## config.mk

```make
export PLATFORM = sky130hd
export DESIGN_NAME = proc_feeder
export DESIGN_NICKNAME = d
export VERILOG_FILES = /design/src/rtl/proc_feeder_pkg.sv /design/src/rtl/feeder_mem.sv /design/src/rtl/proc_feeder.sv
export SDC_FILE = /design/constraint.sdc
export NUM_CORES = 1
export LEC_CHECK = 0
export CAP_MARGIN = 30
export CORE_ASPECT_RATIO = 1.1
export CORE_MARGIN = 1.5
export CORE_UTILIZATION = 55
export DETAILED_ROUTE_END_ITERATION = 8
export PLACE_DENSITY = 0.75
export RECOVER_POWER = 25
export SLEW_MARGIN = 20
export SYNTH_ARGS = -nofsm -noshare
export SYNTH_HDL_FRONTEND = slang
export SYNTH_SLANG_ARGS = --single-unit
```

## constraint.sdc

```tcl
create_clock -name clock -period 4.8 [get_ports clock]
set_clock_uncertainty 0.2 [all_clocks]
set_input_delay 1.44 -clock clock [delete_from_list [all_inputs] [get_ports clock]]
set_output_delay 1.44 -clock clock [all_outputs]
set_load 0.02 [all_outputs]
```

## src/rtl/proc_feeder_pkg.sv

```systemverilog
// Shared definitions for the program feeder: word format, opcodes and FSM encoding.
// Program words are III XXX YYY: a 3-bit opcode followed by two register fields.
package proc_feeder_pkg;

  localparam int WORD_W = 9;
  localparam int ADDR_W = 5;
  localparam int LEN_W  = 6;
  localparam int OP_W   = 3;

  localparam logic [OP_W-1:0] OP_MV  = 3'b000;
  localparam logic [OP_W-1:0] OP_MVI = 3'b001;
  localparam logic [OP_W-1:0] OP_ADD = 3'b010;
  localparam logic [OP_W-1:0] OP_SUB = 3'b011;

  typedef logic [WORD_W-1:0] word_t;

  typedef enum logic [1:0] {
    ST_IDLE  = 2'd0,
    ST_ISSUE = 2'd1,
    ST_EXEC  = 2'd2,
    ST_FIN   = 2'd3
  } state_t;

endpackage

```

## src/rtl/feeder_mem.sv

```systemverilog
// Program RAM: one synchronous write port, two combinational read ports so the
// instruction word and the following immediate are both available in the same cycle.
module feeder_mem
  import proc_feeder_pkg::*;
#(
  parameter int DEPTH = 32
) (
  input  logic              clock,
  input  logic              i_we,
  input  logic [ADDR_W-1:0] i_waddr,
  input  word_t             i_wdata,
  input  logic [ADDR_W-1:0] i_raddr_a,
  input  logic [ADDR_W-1:0] i_raddr_b,
  output word_t             o_rdata_a,
  output word_t             o_rdata_b
);

  word_t r_mem [DEPTH];

  // NOTE: the array has no reset so it maps onto RAM and survives a mid-program reset.
  always_ff @(posedge clock) begin
    if (i_we) r_mem[i_waddr] <= i_wdata;
  end

  assign o_rdata_a = r_mem[i_raddr_a];
  assign o_rdata_b = r_mem[i_raddr_b];

endmodule

```

## src/rtl/proc_feeder.sv

```systemverilog
// Streams a stored program into a simple processor: one run strobe per instruction,
// the mvi immediate presented during execution, and a timeout for dropped opcodes.
module proc_feeder
  import proc_feeder_pkg::*;
#(
  parameter int DEPTH   = 32,
  parameter int TIMEOUT = 4
) (
  input  logic       clock,
  input  logic       resetn,
  input  logic       load_en,
  input  logic [4:0] load_addr,
  input  logic [8:0] load_data,
  input  logic [5:0] prog_len,
  input  logic       start,
  input  logic       done,
  output logic [8:0] DIN,
  output logic       run,
  output logic       busy,
  output logic       finished,
  output logic       illegal,
  output logic [4:0] pc
);

  localparam int CNT_W = LEN_W + 1;
  localparam int TMO_W = $clog2(TIMEOUT + 1);
  localparam logic [TMO_W-1:0] TMO_LAST = TMO_W'(TIMEOUT - 1);

  state_t             r_state;
  logic [ADDR_W-1:0]  r_pc;
  logic [CNT_W-1:0]   r_cnt;
  logic [LEN_W-1:0]   r_len;
  logic [TMO_W-1:0]   r_tmo;
  logic               r_illegal;

  word_t              w_word_pc;
  word_t              w_word_nx;
  logic [ADDR_W-1:0]  w_pc_nx;
  logic               w_is_mvi;
  logic [1:0]         w_step;
  logic [ADDR_W-1:0]  w_pc_adv;
  logic [CNT_W-1:0]   w_cnt_adv;
  logic               w_mem_we;

  assign w_pc_nx   = r_pc + ADDR_W'(1);
  assign w_mem_we  = load_en && (r_state == ST_IDLE);
  assign w_is_mvi  = (w_word_pc[WORD_W-1 -: OP_W] == OP_MVI);
  // A timeout advances by one word even for an mvi, since nothing consumed the immediate.
  assign w_step    = (done && w_is_mvi) ? 2'd2 : 2'd1;
  assign w_pc_adv  = r_pc + ADDR_W'(w_step);
  assign w_cnt_adv = r_cnt + CNT_W'(w_step);

  feeder_mem #(.DEPTH(DEPTH)) u_mem (
    .clock     (clock),
    .i_we      (w_mem_we),
    .i_waddr   (load_addr),
    .i_wdata   (load_data),
    .i_raddr_a (r_pc),
    .i_raddr_b (w_pc_nx),
    .o_rdata_a (w_word_pc),
    .o_rdata_b (w_word_nx)
  );

  // NOTE: sequential state uses non-blocking assignments so every register sees pre-edge values.
  always_ff @(posedge clock or negedge resetn) begin
    if (!resetn) begin
      r_state   <= ST_IDLE;
      r_pc      <= '0;
      r_cnt     <= '0;
      r_len     <= '0;
      r_tmo     <= '0;
      r_illegal <= 1'b0;
    end else begin
      case (r_state)
        ST_IDLE: begin
          if (start) begin
            r_len     <= prog_len;
            r_pc      <= '0;
            r_cnt     <= '0;
            r_tmo     <= '0;
            r_illegal <= 1'b0;
            r_state   <= (prog_len == '0) ? ST_FIN : ST_ISSUE;
          end
        end
        ST_ISSUE: begin
          r_tmo   <= '0;
          r_state <= ST_EXEC;
        end
        ST_EXEC: begin
          if (done || (r_tmo == TMO_LAST)) begin
            r_pc    <= w_pc_adv;
            r_cnt   <= w_cnt_adv;
            r_tmo   <= '0;
            if (!done) r_illegal <= 1'b1;
            r_state <= (w_cnt_adv >= {1'b0, r_len}) ? ST_FIN : ST_ISSUE;
          end else begin
            r_tmo <= r_tmo + 1'b1;
          end
        end
        ST_FIN:  r_state <= ST_IDLE;
        default: r_state <= ST_IDLE;
      endcase
    end
  end

  // NOTE: DIN gets a default before the case so no path through the block infers a latch.
  always_comb begin
    DIN = '0;
    case (r_state)
      ST_ISSUE: DIN = w_word_pc;
      ST_EXEC:  if (w_is_mvi) DIN = w_word_nx;
      default:  DIN = '0;
    endcase
  end

  assign run      = (r_state == ST_ISSUE);
  assign busy     = (r_state != ST_IDLE);
  assign finished = (r_state == ST_FIN);
  assign illegal  = r_illegal;
  assign pc       = r_pc;

endmodule
```

**Word-level counts from Yosys, hierarchy flattened**

Memory sizes are Yosys's and may differ from the RTL's.
Cells that the tools add are included.

- Register bits after elaboration: 24
- RAM bits: 288
- Bits of input ports: 25
- Output and inout bits: 18
- Word-level logic and storage cells: 56
- Memories kept: 1

Memory list:

| memory | depth | bits a word | read ports | clocked after Yosys merged registers in | write ports | line | source |
|---|---|---|---|---|---|---|---|
| u_mem.r_mem | 32 | 9 | 2 | 0 | 1 | feeder_mem.sv:18 | `word_t r_mem [DEPTH];` |

- $add $sub $neg: 4
- $lt $le $gt $ge: 1
- Eq/ne operators: 8
- Multiplexer cells: 23
- Reductions and logical operators: 13

Operator list:

| operator | number |
|---|---|
| case mux 9 bit (2 select lines) | 1 |
| 2-to-1 mux 7 bit | 2 |
| case mux 7 bit (2 select lines) | 1 |
| 2-to-1 mux 2 bit | 5 |
| 2-to-1 mux 5 bit | 2 |
| case mux 5 bit (2 select lines) | 1 |
| 2-to-1 mux 9 bit | 1 |
| case mux 3 bit (3 select lines) | 1 |
| case mux 2 bit (4 select lines) | 1 |
| adder 7 x 2 -> 7 bit | 1 |
| >= comparator 7 x 6 -> 1 bit | 1 |
| zero test 6 bit | 1 |
| 2-to-1 mux 3 bit | 2 |
| != test 2 bit, second input constant | 3 |
| AND reduction 2 bit | 3 |
| adder 5 x 1 -> 5 bit, second input constant | 1 |
| adder 5 x 2 -> 5 bit | 1 |
| 2-to-1 mux 1 bit | 5 |
| == test 2 bit, second input constant | 2 |
| AND reduction 4 bit | 1 |
| nonzero test 2 bit | 2 |
| adder 3 x 1 -> 3 bit, second input constant | 1 |
| == test 3 x 1 -> 1 bit, second input constant | 1 |
| == test 3 x 2 -> 1 bit, second input constant | 1 |
| other kinds (7) | 8 |

**Depth between registers and ports, before layout**

An unclocked memory read counts as a cell.

- Depth after elaboration: 9
- Mapped depth: 21
- Gate-level depth less buffers: 18

**Hierarchy**

Synthesis repeated with hierarchy kept, for this count alone.

- Cell total of the unflattened synthesis: 753
- Area, all modules: 15040.7 um^2

By module, submodules not included:

| module | times used | cells each | area an instance (um^2) | seq. area each (um^2) |
|---|---|---|---|---|
| feeder_mem | 1 | 574 | 13344.0 | 8648.3 |
| proc_feeder | 1 | 179 | 1696.6 | 600.6 |

**Worst setup path after synthesis**

No wires, ideal clock.

- Path type: register -> output
- Start: register r_pc[0] (netlist: pc[0])
- End: output DIN[6]
- Arrival: 3.157 ns
- Required time: 3.160 ns
- Path slack: 0.003 ns
- Cell stages (with the launch flop): 9
- Path buffers: 2
- Cells stage by stage: dfrtp_1 ha_1 clkbuf_1 clkbuf_1 mux4_2 mux4_2 mux2_2 a31oi_1 nor2_1

- Cells in the longest elaborated chain, start to end: 4
- Elaborated cells on any way between the ends: 5
- Classes of those cells: 1 x add/sub; 1 x eq/ne; 2 x mux; 1 x memory

RTL lines:

| element | line | source |
|---|---|---|
| start, declared | proc_feeder.sv:30 | `logic [ADDR_W-1:0] r_pc;` |
| start signal, assigned | proc_feeder.sv:91 | `r_pc <= w_pc_adv;` |
| adder 5 x 1 -> 5 bit or memory read (32 x 9 bit) (tied branches) | -- |  |
| memory read (32 x 9 bit) (*) | -- |  |
| 2-to-1 mux 9 bit | proc_feeder.sv:111 | `ST_EXEC: if (w_is_mvi) DIN = w_word_nx;` |
| case mux 9 bit (2 select lines) (*) | proc_feeder.sv:109 | `case (r_state)` |
| end, declared | proc_feeder.sv:17 | `output logic [8:0] DIN,` |

Every way passes the cells marked *; elsewhere a longest branch is shown, timed or not.

**Final worst setup path**

Same ends and word-level chain as after synthesis.

==> impl_metrics.toml <==
[sta]
worst_slew_pin_tran_ns = 1.36
min_period_over_period_pct = 103
timing.final.setup_violations = 9
setup-tns-final_ns = -1.05
worst_slew_margin_rel_pct = 9.63
period_minus_slack_ns = 4.96
worst_slack_ns = -0.165
grt_setup_unrepaired = "yes"
maxSlewViolCount = 0
timing.fmax_mhz = 201
hold_violations = 0
holdWs_ns = 0.299

[die]
die_w_um = 161
die-height_um = 177
num_io_pins = 43
floorplan.core_area_mm2 = 0.0270
floorplan.die_area_mm2 = 0.0285
placementRows = 63
start_util_pct = 56.0

[run]
cap_viol_max_count = 0

[power]
p_per_area_mw_per_mm2 = 528
cellLeakagePower_nw = 6.07
maximum_resistive_drop_on_vdd_uv = 326

[place]
dp_worst_setup_slack_ns = -0.264
place.gp.congestion = 0.899
numPortBuffers = 42
placed_cells = 1247
dp_hpwl_um = 24400

[worst_setup_path]
regToRegStartpoint = "pc[1]$_DFFE_PN0P_"
worst_r2r_endpoint = "r_state[1]$_DFFE_PN0P_"
critPathArrivalTime_ns = 3.32
critical_path_peak_fanout = 7
slowest_delay_ns = 0.51
timing.critical_path.to_type = "output port"
cp.required_ns = 3.16
critical_path.cell_chain = "ha_4, buf_12, buf_12, mux4_2, mux4_2, mux2_4, a31oi_1, nor2_1, buf_4"
crit_path_start_kind = "flip-flop"
path_delay_family = "multiplexers"
r2r_cells = 22
crit_slowest_cell = "dfrtp_4"
path_class = "reg -> out"
path_buf_inv = 3
r2r_setup_slack_ns = 0.04

[cts]
max-clock-path-buffers = 3
tritoncts_num_sinks = 312
clock_slew_at_the_register_clock_pins_of_the_worst_setup_and_hold_paths_ns = 0.06
cts_made_buffers = 34
clock_tree_from_tritoncts = "yes"
root_buffer = "clkbuf_16"
insertion_delay_ns = 0.52
htree_num_levels = 2

[outcome]
status = "finished with violations"
failing_checks = "negative setup slack"

[yosys]
syn-num-nets = 849
synth-warning-count = 0
synth-seq-area-share_pct = 61.1
synth_seq_cells = 312
post_synth_instance_area_mm2 = 0.0151
post_synth_num_cell_types = 53
post_synth_inst_count = 805
yosys_most_used_dff = "edfxtp_1"
syn_area_per_cell_um2 = 18.8
synth_edf_count = 288
async_flop_share_pct = 7.69

[layout]
area_delta_synth_final_pct = 19.5
layout.cells.most_common = "edfxtp_1"
final_cell_mix = "edfxtp_1, mux4_2, buf_4, nor2_1, clkbuf_16"
layout.nets = 987
fillers = 1726
layout-drive-gt1-share_pct = 38.3
non_filler_instance_count_after_layout = 1324
antennaDiodeCount = 0
final_core_util_pct = 66.9

[global_route]
maximum_number_of_pins_on_one_net_before_global_route_repair = 34
grt_pass1_vias = 9029
wire_length_of_the_first_global_routing_pass_um = 55700
global_route.usage.total_pct = 27.0
initial_antenna_violation_count = 0
overflow = 0

[detailed_routing]
wire_per_inst_um = 28.6
drt-pass1-iter-count = 5
routed_wl_um = 37900
ant_nets = 0
drtIter0Drc = 1403
vias = 8994
post-route-drc-count = 0
route.detailed.vias_per_inst = 6.79

[min_path]
worst_hold_path_type = "reg -> reg"
hold-path-cell-count = 2
hold-path-endpoint = "r_tmo[1]$_DFFE_PN0P_"
timing.hold.worst.start = "r_tmo[1]$_DFFE_PN0P_"
-- final cells by class --
class,instances,area [µm²],share of cell area [%]
well taps,357,447,2.47
repair buffers,149,1590,8.77
flip-flops and latches,312,9260,51.2
multi-input cells,428,5690,31.5
clock buffers,43,885,4.89
inverters,18,67.6,0.374
clock inverters,17,151,0.837
-- cells in the mapped netlist (all sizes together), types with 2 or more instances --
cell type | n | area, µm²
mux2i | 20 | 200
xnor2 | 5 | 43.8
o22ai | 4 | 25.0
nand2 | 27 | 101
o211a | 2 | 20.0
or3 | 6 | 37.5
dfrtp | 24 | 601
mux4 | 166 | 3760
xor2 | 5 | 43.8
a21o | 6 | 45.0
a221oi | 3 | 32.5
o221ai | 5 | 43.8
mux2 | 22 | 248
nor2b | 2 | 12.5
ha | 19 | 238
nand2b | 5 | 31.3
and2 | 9 | 56.3
nor2 | 47 | 176
or3b | 3 | 26.3
a22o | 3 | 26.3
inv | 17 | 63.8
a31oi | 4 | 25.0
a221o | 2 | 20.0
o21ai | 20 | 100
a21oi | 14 | 73.8
nand3b | 4 | 30.0
nor3 | 3 | 15.0
nand3 | 6 | 30.0
edfxtp | 288 | 8650
and3 | 2 | 12.5
buf | 18 | 105
clkbuf | 29 | 109
-- logic make-up after synthesis --
group                      after synthesis  synth area share [%]
xor gates and xnor gates                10                 0.579
buffers and inverters                   65                  1.86
muxes                                  208                  27.8
DFF                                    312                  61.1
adders and majority gates               19                  1.57
AOI/OAI and AO/OA                       71                  3.15
and+or+nand+nor                        120                  3.90
-- repair_timing --
| item | in CTS | in global routing |
|---|---|---|
| gates resized for setup | 84 | 15 |
| pin swaps | 10 | 11 |
| gates cloned | 1 | 2 |
| hold buffers | 0 | 0 |
| setup buffers | 10 | 3 |
| endpoints found under the hold margin | 0 | 0 |
| setup endpoints to repair | 10 | 10 |
-- flip-flops by register name, summed over array words and instances, names as in the netlist --
signal and count:
r_state 2, r_cnt 7, r_tmo 3, r_len 6
illegal 1, pc 5, u_mem.r_mem 288
-- per-layer routing --
layer,vias to the layer above,track usage [%],part of all wire (%)
met5,-,0,0
met4,0,9.38,3.5
met3,79,4.19,9.1
met2,569,44.7,50
met1,4670,36.9,37
li1,3676,-,-
-- per-stage QoR --
stage / area (µm²) / power (mW)
floorplan: 15100 / 5.49
global placement: 16700 / 6.67
detailed placement: 16700 / 6.76
CTS: 18000 / 9.52
global route: 18100 / 9.90
finish: 18100 / 9.56
-- worst max path at each step --
stage	from	endpoint	slack, ns	cells after the start
2_1_floorplan	pc[0]$_DFFE_PN0P_	DIN[6]	0.003	8
3_3_place_gp	done	r_state[1]$_DFFE_PN0P_	-0.06	16
3_5_place_dp	done	r_state[1]$_DFFE_PN0P_	-0.26	16
4_1_cts	pc[0]$_DFFE_PN0P_	DIN[5]	-0.21	10
5_1_grt	pc[0]$_DFFE_PN0P_	DIN[6]	-0.23	9
6_report	pc[0]$_DFFE_PN0P_	DIN[6]	-0.16	9
-- power by group --
part	leakage, nW	internal, mW	switching [mW]	total [mW]
logic	2.67	2.21	1.75	3.96
registers	2.90	3.06	0.0780	3.14
clock network	0.501	1.42	1.04	2.46
-- worst register-to-register path, stage by stage (launching register included) --
cell and delay (ns):
dfrtp_4 0.51, buf_8 0.15, buf_4 0.13, buf_4 0.19
mux4_2 0.35, mux2_2 0.31, a21oi_1 0.25, a21oi_1 0.13
buf_4 0.16, nor4b_4 0.13, inv_1 0.09, ha_1 0.15
ha_1 0.14, inv_1 0.05, o31a_1 0.12, buf_4 0.16
nand3b_1 0.22, xnor2_1 0.17, ha_1 0.28, a21o_1 0.23
a2111oi_4 0.30, mux2_4 0.20, nor2_1 0.04
Note: power is estimated with default switching activity, not from simulation.
